### config.mk
export PLATFORM = sky130hd
export DESIGN_NAME = seg_serial_driver
export DESIGN_NICKNAME = d
export VERILOG_FILES = /design/src/rtl/seg_serial_driver_pkg.sv /design/src/rtl/seg_serial_driver_glyph.sv /design/src/rtl/seg_serial_driver.sv
export SDC_FILE = /design/constraint.sdc
export NUM_CORES = 1
export LEC_CHECK = 0
export ABC_AREA = 1
export BUFFER_PORTS_ARGS = -buffer_cell sky130_fd_sc_hd__buf_2
export CORE_AREA = 2 2 153 155
export DETAILED_ROUTE_END_ITERATION = 8
export DIE_AREA = 0 0 155 157
export GPL_TIMING_DRIVEN = 0
export SLEW_MARGIN = 20
export SYNTH_ARGS = -nofsm -noshare
export SYNTH_HDL_FRONTEND = slang
export SYNTH_SLANG_ARGS = --single-unit
export TNS_END_PERCENT = 5
### constraint.sdc
create_clock -name clk -period 1.9 [get_ports clk]
set_clock_uncertainty 0.2 [all_clocks]
set_input_delay 0.57 -clock clk [delete_from_list [all_inputs] [get_ports clk]]
set_output_delay 0.57 -clock clk [all_outputs]
set_load 0.02 [all_outputs]
### src/rtl/seg_serial_driver_pkg.sv
// Shared types and the hex glyph table for the serial seven-segment driver.
package seg_serial_driver_pkg;

    typedef enum logic [2:0] {
        ST_IDLE     = 3'd0,
        ST_LOAD     = 3'd1,
        ST_SHIFT_LO = 3'd2,
        ST_SHIFT_HI = 3'd3,
        ST_LATCH    = 3'd4
    } state_t;

    // All segments dark in common-anode polarity.
    localparam logic [7:0] GLYPH_BLANK = 8'hFF;

    // Common-anode glyphs, bit7=a .. bit1=g, bit0=dp (dp dark).
    function automatic logic [7:0] hex_glyph(input logic [3:0] nib);
        logic [7:0] g;
        case (nib)
            4'h0:    g = 8'h03;
            4'h1:    g = 8'h9F;
            4'h2:    g = 8'h25;
            4'h3:    g = 8'h0D;
            4'h4:    g = 8'h99;
            4'h5:    g = 8'h49;
            4'h6:    g = 8'h41;
            4'h7:    g = 8'h1F;
            4'h8:    g = 8'h01;
            4'h9:    g = 8'h09;
            4'hA:    g = 8'h11;
            4'hB:    g = 8'hC1;
            4'hC:    g = 8'h63;
            4'hD:    g = 8'h85;
            4'hE:    g = 8'h61;
            default: g = 8'h71;
        endcase
        return g;
    endfunction

endpackage

### src/rtl/seg_serial_driver_glyph.sv
// One digit's glyph: hex lookup with decimal point, blanking, raw override and polarity.
module seg_serial_driver_glyph
    import seg_serial_driver_pkg::*;
#(
    parameter int ACTIVE_LOW_SEG = 1
) (
    input  logic [3:0] nibble,
    input  logic       dot,
    input  logic       blank,
    input  logic       raw_mode,
    input  logic [7:0] raw_byte,
    output logic [7:0] glyph
);

    logic [7:0] hex_al;

    // Hex glyph with the decimal point applied, still in common-anode polarity.
    always_comb begin
        hex_al = hex_glyph(nibble);
        if (dot) hex_al[0] = 1'b0;
    end

    // Blank wins over raw; raw bytes are already in output polarity and never inverted.
    always_comb begin
        if (blank)
            glyph = (ACTIVE_LOW_SEG != 0) ? GLYPH_BLANK : ~GLYPH_BLANK;
        else if (raw_mode)
            glyph = raw_byte;
        else
            glyph = (ACTIVE_LOW_SEG != 0) ? hex_al : ~hex_al;
    end

endmodule

### src/rtl/seg_serial_driver.sv
// N-digit seven-segment driver for a 74HC595-style chain: builds the frame,
// shifts it out on s_clk/sout and strobes EN, on refresh ticks or on demand.
module seg_serial_driver
    import seg_serial_driver_pkg::*;
#(
    parameter int NUM_DIGITS     = 8,
    parameter int CLK_DIV        = 2,
    parameter int REFRESH        = 65536,
    parameter int ACTIVE_LOW_SEG = 1,
    parameter int MSB_FIRST      = 0
) (
    input  logic                    clk,
    input  logic                    rst_n,
    input  logic [4*NUM_DIGITS-1:0] num,
    input  logic [NUM_DIGITS-1:0]   dot,
    input  logic [NUM_DIGITS-1:0]   blank,
    input  logic                    raw_mode,
    input  logic [8*NUM_DIGITS-1:0] raw_seg,
    input  logic                    update,
    output logic                    s_clk,
    output logic                    s_clrn,
    output logic                    sout,
    output logic                    EN,
    output logic                    busy,
    output logic                    frame_done
);

    localparam int FW    = 8 * NUM_DIGITS;
    localparam int BIT_W = $clog2(FW);
    localparam int DIV_W = $clog2(CLK_DIV + 1);
    localparam int REF_W = $clog2(REFRESH);

    localparam int DIV_PRE_I = (CLK_DIV >= 2) ? CLK_DIV - 2 : 0;

    localparam logic [BIT_W-1:0] BIT_LAST = BIT_W'(FW - 1);
    localparam logic [DIV_W-1:0] DIV_LAST = DIV_W'(CLK_DIV - 1);
    localparam logic [DIV_W-1:0] DIV_PRE  = DIV_W'(DIV_PRE_I);
    localparam logic [REF_W-1:0] REF_LAST = REF_W'(REFRESH - 1);

    state_t            state;
    logic [DIV_W-1:0]  div_cnt;
    logic [BIT_W-1:0]  bit_cnt;
    logic [REF_W-1:0]  ref_cnt;
    logic              pending;
    logic [FW-1:0]     frame;
    logic [FW-1:0]     frame_ord;
    logic [FW-1:0]     shreg;
    logic              tick;
    logic              req;
    logic              div_last;
    logic              bit_last;

    for (genvar i = 0; i < NUM_DIGITS; i++) begin : g_digit
        seg_serial_driver_glyph #(
            .ACTIVE_LOW_SEG(ACTIVE_LOW_SEG)
        ) u_glyph (
            .nibble   (num[4*i+3:4*i]),
            .dot      (dot[i]),
            .blank    (blank[i]),
            .raw_mode (raw_mode),
            .raw_byte (raw_seg[8*i+7:8*i]),
            .glyph    (frame[8*i+7:8*i])
        );
    end

    // Reorder the frame so that index 0 is always the first bit on the wire.
    always_comb begin
        frame_ord = '0;
        for (int k = 0; k < FW; k++)
            frame_ord[k] = (MSB_FIRST != 0) ? frame[FW-1-k] : frame[k];
    end

    assign tick     = (ref_cnt == REF_LAST);
    assign req      = update | tick;
    assign div_last = (div_cnt == DIV_LAST);
    assign bit_last = (bit_cnt == BIT_LAST);

    // Free-running refresh counter; its wrap is the automatic frame request.
    always_ff @(posedge clk or negedge rst_n) begin
        if (!rst_n)
            ref_cnt <= '0;
        else if (tick)
            ref_cnt <= '0;
        else
            ref_cnt <= ref_cnt + 1'b1;
    end

    // Frame snapshot: bits still to be sent after the one currently on sout.
    always_ff @(posedge clk) begin
        if (state == ST_LOAD)
            shreg <= frame_ord >> 1;
        else if (state == ST_SHIFT_HI && div_last && !bit_last)
            shreg <= shreg >> 1;
    end

    // Frame sequencer with registered pin outputs and the coalescing pending flag.
    always_ff @(posedge clk or negedge rst_n) begin
        if (!rst_n) begin
            state      <= ST_IDLE;
            div_cnt    <= '0;
            bit_cnt    <= '0;
            pending    <= 1'b0;
            s_clk      <= 1'b0;
            s_clrn     <= 1'b0;
            sout       <= 1'b0;
            EN         <= 1'b0;
            busy       <= 1'b0;
            frame_done <= 1'b0;
        end else begin
            s_clrn     <= 1'b1;
            frame_done <= 1'b0;
            case (state)
                ST_IDLE: begin
                    if (req || pending) begin
                        state <= ST_LOAD;
                        busy  <= 1'b1;
                    end
                end
                ST_LOAD: begin
                    pending <= req;
                    div_cnt <= '0;
                    bit_cnt <= '0;
                    s_clk   <= 1'b0;
                    sout    <= frame_ord[0];
                    state   <= ST_SHIFT_LO;
                end
                ST_SHIFT_LO: begin
                    if (req) pending <= 1'b1;
                    if (div_last) begin
                        div_cnt <= '0;
                        s_clk   <= 1'b1;
                        state   <= ST_SHIFT_HI;
                    end else begin
                        div_cnt <= div_cnt + 1'b1;
                    end
                end
                ST_SHIFT_HI: begin
                    if (req) pending <= 1'b1;
                    if (div_last) begin
                        div_cnt <= '0;
                        s_clk   <= 1'b0;
                        if (bit_last) begin
                            EN         <= 1'b1;
                            frame_done <= (CLK_DIV == 1);
                            state      <= ST_LATCH;
                        end else begin
                            bit_cnt <= bit_cnt + 1'b1;
                            sout    <= shreg[0];
                            state   <= ST_SHIFT_LO;
                        end
                    end else begin
                        div_cnt <= div_cnt + 1'b1;
                    end
                end
                ST_LATCH: begin
                    if (req) pending <= 1'b1;
                    if (div_last) begin
                        div_cnt <= '0;
                        EN      <= 1'b0;
                        busy    <= 1'b0;
                        state   <= ST_IDLE;
                    end else begin
                        div_cnt    <= div_cnt + 1'b1;
                        frame_done <= (div_cnt == DIV_PRE);
                    end
                end
                default: begin
                    state <= ST_IDLE;
                    s_clk <= 1'b0;
                    EN    <= 1'b0;
                    busy  <= 1'b0;
                end
            endcase
        end
    end

endmodule

==> reports/metrics.cfg <==
[sta]
rsz0062_at_grt=no
setup_ws_ns=0.0613
slew_headroom_pct=48.7
min_period_over_period_pct=96.8
worstMarginPinSlew_ns=0.769
drv_slew=0
hold_violations=0
min_period_ns=1.84
max_freq_ghz=0.544
finalSetupViolations=0

[run]
maxCapViolCount=0

[critical_path]
timing_worst_setup_path_type=reg -> reg
critical_path.max_fanout=11
critPathLaunch=state[2]
cp-end-kind=flop
r2r_start=state[2]
required_ns=1.80
arrival_ns=1.73
start_kind=flop

[logic_synthesis]
ys_top_cells_by_count=a21oi_1, nor2_1, nand2_1
synth_ff_type=edfxtp_1
yosysTopAreaCell=edfxtp_1
synth-async-reset-ratio_pct=35.1
syn_area_per_cell_um2=7.91
synth_cell_type_count=34
ys_ff_latch=97
ys_seq_area_share_pct=41.2
synth_nets=1008
synth_area_leaders=edfxtp_1, dfrtp_1, a21oi_1
synth_area_um2=6660
synth.most_common_cell=a21oi_1
yosysWarnings=0
synth-edff-count=63
synth_top_area_share_pct=28.4
synthCells=842

[layout]
instances_no_fill=1255
drive_gt1_share_pct=20.0
synthToLayoutAreaGrowth_pct=18.9
fin_area_um2=7920
fill_cells=2362
nets=1128

[die]
rows=55
chipWidth_um=155
io_pins=122
fp.dieH_um=157
die_area_um2=24300
initial_core_util_pct=29.6
core-area_um2=22500

[route]
vias=6094
postRouteAntennaNets=0
avgRoutedWirePerCell_um=14.6
initialDrtViolationCount=275
drtPass1Iterations=5
drt-total-wl_mm=18.3
drc=0
vias_per_cell=4.86

[pwr]
clkPwrFrac_pct=39.5
p_int_w=0.00341
p_leak_nw=3.48
report.power.total_w=0.00461
seqPwrFrac_pct=48.3
swShare_pct=26.0
share_comb_of_total_power_pct=12.1
ir_drop_mv=0.349
power.density_nw_per_um2=582
p_sw_w=0.00120

[place]
place_area_um2=7550
dpl.hpwl_mm=13.4
place_congestion=0.902
dp_cells=1232
port_buffers=105
pre_cts_slack_ns=-0.439

[grt]
grt_use_total_pct=15.2
grt_pass1_wl_mm=29.0
antenna_found_initial=5
grt_pass1_vias=5742
grt_max_degree=36
overflow=0

[run_status]
status=finished clean

[cts]
cts_buffer_depth=2
clock_latency_ns=0.35
cts_root_buf=clkbuf_16
cts.sinks=97
clkTransAtPathRegs_ns=0.07
htreeDepth=3
holdBufCountCts=0
tritoncts=built
cts_made_buffers=9

[hold_path]
hold_path.class=in -> async

==> power by group through the flow <==
stage	Clock [W]	Combinational, W	Sequential (W)
after floorplan	0	0.000303	0.00227
after global placement	0	0.000557	0.00227
after detailed placement	0	0.000557	0.00227
after CTS	0.00189	0.000562	0.00223
after global routing	0.00196	0.000637	0.00223
final	0.00182	0.000560	0.00223
==> worst max-delay path: stages, from the launching register on <==
cell and delay (ns):
dfrtp_2 0.47, nor2_4 0.15, nand2_4 0.08, buf_8 0.19, nor2_4 0.11, inv_2 0.07, a21oi_1 0.20, a21oi_1 0.10
==> final timing paths <==
| kind | endpoint | slack (ns) | depth (start not counted) |
|---|---|---|---|
| setup reg to reg | shreg[35] | 0.06 | 7 |
| hold reg to reg | frame_done | 0.26 | 1 |
| setup / recovery | shreg[35] | 0.06 | 7 |
| max in group asynchronous | state[1] | 0.86 | 1 |
| hold / removal | s_clrn | 0.09 | 1 |
| min in group clk | frame_done | 0.26 | 1 |
==> per-layer routing <==
metal  track usage (%)  vias up  part of all wire (%)
met5                 0        -                  0.14
met4              4.98        4                   2.2
met3              3.14       26                   4.5
met2              24.4      145                    45
met1              20.4     2811                    48
li1                  -     3108                     -
==> timing repair <==
action,4_1_cts,5_1_grt
resized for setup,7,8
gates cloned,1,0
buffers inserted,0,3
endpoints found under the setup margin,74,88
endpoints found under the hold margin,0,0
pin swaps,2,3
==> flip-flops by register name, summed over array words and instances (netlist names) <==
signal,flops
EN,1
pending,1
ref_cnt,16
s_clrn,1
bit_cnt,6
busy,1
state,3
frame_done,1
div_cnt,2
shreg,63
sout,1
s_clk,1
==> kinds of logic (layout without fill, tap and decap cells) <==
logic type	Yosys count	in the layout	share of synthesized area, %
and+or+nand+nor	313	314	20.4
AOI/OAI and AO/OA	262	262	20.6
buffers and inverters	113	237	7.66
DFF	97	97	41.2
adders and majority gates	50	50	9.39
xor gates and xnor gates	6	6	0.789
other	1	4	0.0563
==> placed cells by master (no fill, tap or decap), types with 3 or more instances in the layout <==
cell	n
a21oi_1	162
a21oi_2	8
a31oi_1	3
buf_2	117
buf_4	3
buf_6	8
clkbuf_1	12
clkbuf_16	9
clkbuf_2	6
dfrtp_1	31
dfrtp_2	3
diode_2	3
edfxtp_1	63
ha_1	49
inv_1	64
inv_2	11
nand2_1	115
nand3_1	42
nand4_1	7
nor2_1	120
nor2_2	6
nor2_4	6
nor3_1	6
o211ai_1	8
o21ai_0	73
o21ai_1	5
xnor2_1	4
==> layout make-up <==
type                            instances  area [um2]  share of cell area [%]
Inverter                               75         282                    3.55
Tap cell                              285         357                    4.50
Clock inverter                          4        32.5                   0.411
Antenna cell                            3        7.51                  0.0948
Buffer                                 38         235                    2.97
Timing Repair Buffer                  108         548                    6.92
Clock buffer                           12         258                    3.25
Multi-Input combinational cell        633        3450                    43.6
Sequential cell                        97        2750                    34.7
==> per-stage QoR <==
| step | utilization [%] | setup TNS [ns] | hold WS, ns |
|---|---|---|---|
| 4_1_cts | 35.0 | -0.0153 | 0.103 |
| 3_3_place_gp | 33.6 | -30.40 | 0.241 |
| 3_5_place_dp | 33.6 | -31.57 | 0.247 |
| 5_1_grt | 35.2 | 0 | 0.148 |
| 6_report | 35.2 | 0 | 0.0880 |
| 2_1_floorplan | - | 0 | 0.0744 |
Note: power is estimated with default switching activity, not from simulation.
